File: src/rtl/mult_share_arbiter.sv
// mult_share_arbiter
//   Shares one sequential 8x8 shift-add multiplier between NREQ requesters.
//   A round-robin arbiter picks a requester and latches its operands. The
//   block then sequences the multiplier's start/ready handshake and returns
//   the 16-bit product to that requester. A watchdog turns a multiplier that
//   never raises mul_ready into an error response, so the arbiter cannot hang.
//
// Ports
//   clk, rst                     clock; synchronous active-high reset
//   req_valid/req_a/req_b        per-requester request and operands
//                                (requester i uses bits [8i+7:8i])
//   req_ready                    one-hot grant pulse; operands captured on this edge
//   resp_valid/resp_product/     one-hot result pulse, product, watchdog error flag
//   resp_err
//   busy                         high whenever the FSM is not in IDLE
//   mul_start/mul_a/mul_b        load pulse and held operands to the multiplier
//   mul_product/mul_ready        result and done flag from the multiplier
module mult_share_arbiter #(
    parameter int NREQ    = 4,
    parameter int TIMEOUT = 15
) (
    input  logic              clk,
    input  logic              rst,
    input  logic [NREQ-1:0]   req_valid,
    input  logic [NREQ*8-1:0] req_a,
    input  logic [NREQ*8-1:0] req_b,
    output logic [NREQ-1:0]   req_ready,
    output logic [NREQ-1:0]   resp_valid,
    output logic [15:0]       resp_product,
    output logic              resp_err,
    output logic              busy,
    output logic              mul_start,
    output logic [7:0]        mul_a,
    output logic [7:0]        mul_b,
    input  logic [15:0]       mul_product,
    input  logic              mul_ready
);

    localparam int IW = $clog2(NREQ);
    localparam int CW = $clog2(TIMEOUT);
    localparam logic [CW-1:0] WD_LAST = CW'(TIMEOUT - 1);
    localparam logic [IW-1:0] LAST_REQ = IW'(NREQ - 1);

    typedef enum logic [1:0] {
        IDLE,
        START,
        WAIT,
        RESP
    } state_t;

    state_t        state_q, state_d;
    logic [IW-1:0] rr_ptr_q;
    logic [IW-1:0] grant_q;
    logic [CW-1:0] wd_q;
    logic [15:0]   prod_q;
    logic          err_q;

    logic          pick_found;
    logic [IW-1:0] pick_idx;

    // Round-robin search: the first set request at or above rr_ptr, wrapping
    // from NREQ-1 to 0.
    always_comb begin
        int            idx;
        logic [IW-1:0] idx_w;
        // NOTE: every variable written here gets a default first, so no path
        // leaves one unassigned and no latch is inferred.
        pick_found = 1'b0;
        pick_idx   = '0;
        idx        = 0;
        idx_w      = '0;
        for (int k = 0; k < NREQ; k++) begin
            idx = int'(rr_ptr_q) + k;
            if (idx >= NREQ) begin
                idx = idx - NREQ;
            end
            idx_w = IW'(idx);
            if (!pick_found && req_valid[idx_w]) begin
                pick_found = 1'b1;
                pick_idx   = idx_w;
            end
        end
    end

    // FSM state register.
    always_ff @(posedge clk) begin
        // NOTE: sequential state uses non-blocking assignments so every
        // register samples pre-edge values.
        if (rst) begin
            state_q <= IDLE;
        end else begin
            state_q <= state_d;
        end
    end

    // Next-state logic and control outputs.
    always_comb begin
        state_d    = state_q;
        req_ready  = '0;
        resp_valid = '0;
        mul_start  = 1'b0;
        busy       = (state_q != IDLE);
        case (state_q)
            IDLE: begin
                // Gating with rst means a grant is never pulsed without its operands being captured.
                if (pick_found && !rst) begin
                    req_ready[pick_idx] = 1'b1;
                    state_d             = START;
                end
            end
            START: begin
                // mul_ready may still be high from the previous operation; ignore it.
                mul_start = 1'b1;
                state_d   = WAIT;
            end
            WAIT: begin
                if (mul_ready || (wd_q == WD_LAST)) begin
                    state_d = RESP;
                end
            end
            RESP: begin
                resp_valid[grant_q] = 1'b1;
                state_d             = IDLE;
            end
            default: state_d = IDLE;
        endcase
    end

    assign resp_product = (state_q == RESP) ? prod_q : 16'h0000;
    assign resp_err     = (state_q == RESP) && err_q;

    // Datapath: operand latch, watchdog, result capture, round-robin pointer.
    always_ff @(posedge clk) begin
        if (rst) begin
            rr_ptr_q <= '0;
            grant_q  <= '0;
            mul_a    <= '0;
            mul_b    <= '0;
            wd_q     <= '0;
            prod_q   <= '0;
            err_q    <= 1'b0;
        end else begin
            case (state_q)
                IDLE: begin
                    if (pick_found) begin
                        grant_q <= pick_idx;
                        mul_a   <= req_a[{pick_idx, 3'b000} +: 8];
                        mul_b   <= req_b[{pick_idx, 3'b000} +: 8];
                    end
                end
                START: begin
                    wd_q <= '0;
                end
                WAIT: begin
                    if (mul_ready) begin
                        prod_q <= mul_product;
                        err_q  <= 1'b0;
                    end else if (wd_q == WD_LAST) begin
                        prod_q <= 16'h0000;
                        err_q  <= 1'b1;
                    end else begin
                        wd_q <= wd_q + CW'(1);
                    end
                end
                RESP: begin
                    rr_ptr_q <= (grant_q == LAST_REQ) ? '0 : grant_q + IW'(1);
                end
                default: ;
            endcase
        end
    end

endmodule
File: config.mk
export PLATFORM = sky130hd
export DESIGN_NAME = mult_share_arbiter
export DESIGN_NICKNAME = d
export VERILOG_FILES = /design/src/rtl/mult_share_arbiter.sv
export SDC_FILE = /design/constraint.sdc
export NUM_CORES = 1
export LEC_CHECK = 0
export ABC_AREA = 1
export BUFFER_PORTS_ARGS = -buffer_cell sky130_fd_sc_hd__buf_2
export CAP_MARGIN = 0
export CORE_AREA = 2 2 87 89
export DETAILED_ROUTE_END_ITERATION = 10
export DIE_AREA = 0 0 89 91
export PLACE_DENSITY = 0.69
export SLEW_MARGIN = 30
export SYNTH_ARGS = -nofsm -noshare
export SYNTH_HDL_FRONTEND = slang
export SYNTH_SLANG_ARGS = --single-unit
File: constraint.sdc
create_clock -name clk -period 2.3 [get_ports clk]
set_input_delay 0.23 -clock clk [delete_from_list [all_inputs] [get_ports clk]]
set_output_delay 0.23 -clock clk [all_outputs]
set_load 0.05 [all_outputs]
==> flow_summary_export.csv <==
group,metric,value,unit
outcome,outcome,"finished, final reports clean",
power,p_leak,2.23,nW
floorplan,die_h,91,µm
flow_run,maxCapViolCount,0,
sta,worst_pin_slew,537,ps
critical_path,max_stage_delay,390,ps
logic_synthesis,synth.avg_cell_area,6.12,µm²
logic_synthesis,ys_warn_count,0,
clocking,clock_sinks,43,
floorplan,dieArea,8100,µm²
clocking,clk_latency,300,ps
placement,io_buffers,129,
critical_path,cp_top_family,"simple AND/OR/NAND/NOR gates",
sta,fmax,445,MHz
routing,wirelength,8270,µm
logic_synthesis,ys_top_cells_by_area,"dfxtp_1 (31%), nand2_1 (22%), nand3_1 (11%)",
placement,hpwl,5970,µm
global_route,grt_pass1_wl,12800,µm
routing,viasPerCell,4.68,
routing,first_iter_violations,96,
logic_synthesis,ys_ff_latch,43,
power,p_per_area,1120,nW/µm²
critical_path,critical_path_required,2070,ps
global_route,grt_max_degree,27,
finish,nFillCells,749,
sta,finalSetupViolCount,0,
logic_synthesis,synth_fp_nets,558,
floorplan,ios,130,
logic_synthesis,ys_seq_area_frac,0.305,
hold_path,min_path_type,"in2reg",
critical_path,crit_fanout,18,
clocking,cts_tree,"done",
clocking,clkTransAtPathRegs,90,ps
routing,via_count,3267,
sta,max-slew-margin-rel,0.641,
critical_path,crit_path_frequent_cell,"nand2_2",
critical_path,start_kind,"flop",
critical_path,crit_path_end_kind,"output port",
critical_path,timing.critical_path.buf_inv,3,
clocking,cts_made_buffers,5,
clocking,cts.path.max_buffers,2,
sta,clock_skew,6.50,ps
floorplan,rows,31,
clocking,cts_root_buf,"clkbuf_8",
critical_path,critPathArrivalTime,2020,ps
logic_synthesis,synth_top_area_cell,"dfxtp_1",
finish,area_growth_syn_to_layout,38.2,%
sta,fin_tns_setup,0,ps
global_route,track_usage,0.194,
global_route,grt_antenna_before_repair,0,
sta,finalCriticalPeriod,2250,ps
sta,drv_slew,0,
logic_synthesis,synth_cell_types,30,
logic_synthesis,yosysTopAreaCellShare,0.305,
finish,drive_above_1_share,0.342,
critical_path,path_class,"reg2out",
finish,fin_nets,695,
logic_synthesis,synth_area,2820,µm²
sta,finalCritPeriodShare,0.977,
routing,first_pass_iters,4,
logic_synthesis,synth_edf_count,0,
floorplan,die_w,89,µm
finish,diodes,0,
logic_synthesis,ys.flop_type,"dfxtp_1",
global_route,grt.overflow.total,0,
logic_synthesis,netlist_instances,461,
sta,rsz0062_at_grt,"yes",
global_route,grt_pass1_vias,2980,
routing,antenna_left,0,
routing,drc,0,
power,vdd_drop_max,0.643,mV
critical_path,crit_slowest_cell,"nor2_4",
power,power,4.35,mW
floorplan,start_util,0.395,
sta,finalHoldViolCount,0,
routing,detail_route.wl_per_cell,11.8,µm
floorplan,core-area,7140,µm²
placement,place_congestion,0.836,
logic_synthesis,postSynth.asyncResetShare,0,
clocking,htree_levels,2,
critical_path,path_cells,"buf_8, nand2_2, nand3_2, nand2_2, inv_1, nand2_2, nor2_4, nor2_4, nor3_2, buf_6",
-- worst register-to-register path, stage by stage, from the launching register on --
cell and delay, ps:
dfxtp_4 380, buf_8 140, nand2_4 60, nand2_4 60, nand2_2 70, nand2_2 60, nor2_4 160, nand2_2 90
or2_4 250, nand2_4 90, inv_6 50, buf_4 140, buf_4 210, o21ai_1 150, nor2_1 60
-- registers in the layout (all words and copies together), names as in the netlist --
register / count
mul_a: 8
grant_q: 2
wd_q: 4
state_q: 2
rr_ptr_q: 2
err_q: 1
mul_b: 8
prod_q: 16
-- what timing repair did --
action                                  4_1_cts  5_1_grt
hold endpoints to repair                      0        0
gates cloned                                  1        2
setup buffers                                 2        8
hold buffers                                  0        0
gates resized for setup                      12       38
pin swaps                                     1        9
endpoints found under the setup margin        4        4
-- area by class of cell --
cell class	count	area [µm²]	area share
inverter	54	215	0.0552
clock buffer	5	68.8	0.0177
clock inverter	3	23.8	0.00610
sequential	43	868	0.223
tap	99	124	0.0318
multi-input combinational	344	1750	0.450
timing repair buffer	150	843	0.216
-- final timing paths --
kind / start / endpoint / slack [ps] / cells past startpoint
max: rr_ptr_q[0] / req_ready[2] / 50 / 10
min: mul_product[6] / prod_q[6] / 170 / 3
max reg2reg: rr_ptr_q[0] / mul_b[2] / 220 / 14
min reg2reg: prod_q[2] / prod_q[2] / 460 / 2
-- kinds of logic (layout without fill, tap and decap cells) --
kind of cell / count (synthesis) / after routing / synth area share
AOI/OAI and AO/OA: 45 / 45 / 0.0838
adders and majority gates: 10 / 10 / 0.0444
buffers and inverters: 76 / 212 / 0.124
DFF: 43 / 43 / 0.305
and+or+nand+nor: 287 / 289 / 0.442
-- report_power, final --
part,leakage [nW],internal [mW],switching [mW]
sequential,0.354,0.934,0.116
combinational,1.84,0.905,1.88
clock,0.0408,0.218,0.293
-- Yosys cell counts (3+ instances only) --
cell	instances
nor2_1	33
buf_4	6
o21ai_1	11
o21ai_0	5
nand2_2	8
a21oi_1	26
inv_2	3
dfxtp_1	43
clkbuf_1	9
nand2_1	167
nand3_1	61
inv_1	49
nor3_1	5
nor2_4	3
ha_1	10
buf_6	5
-- per-stage QoR --
stage	worst slack, ps	hold slack (ps)	util	cell area (µm²)	std cells
CTS	4.86	159	0.516	3680	688
global placement	223	448	0.495	3530	677
finish	53.1	168	0.546	3900	698
detailed placement	161	452	0.495	3530	677
global route	-51.3	161	0.546	3900	698
floorplan	-341	306	-	2830	461
-- per-layer routing --
metal	wire length (µm)	GRT usage
met2	4100	0.338
met4	138	0.0659
met3	537	0.0382
met1	3490	0.234
met5	0	0
-- cell usage in the layout (no fill, tap or decap), types with 2 or more instances in the layout --
master / count
nor2_1: 32
buf_4: 18
clkinvlp_4: 2
nand2_4: 10
nand3_1: 59
nor2_4: 4
a21oi_1: 26
inv_6: 2
nand2_2: 13
dfxtp_4: 2
ha_1: 10
o21ai_0: 5
o21ai_1: 10
nand2_1: 155
inv_4: 3
inv_1: 49
clkbuf_8: 5
buf_6: 6
buf_2: 125
nor3_2: 3
dfxtp_1: 41
nand3_2: 4
Note: power is estimated with default switching activity, not from simulation.
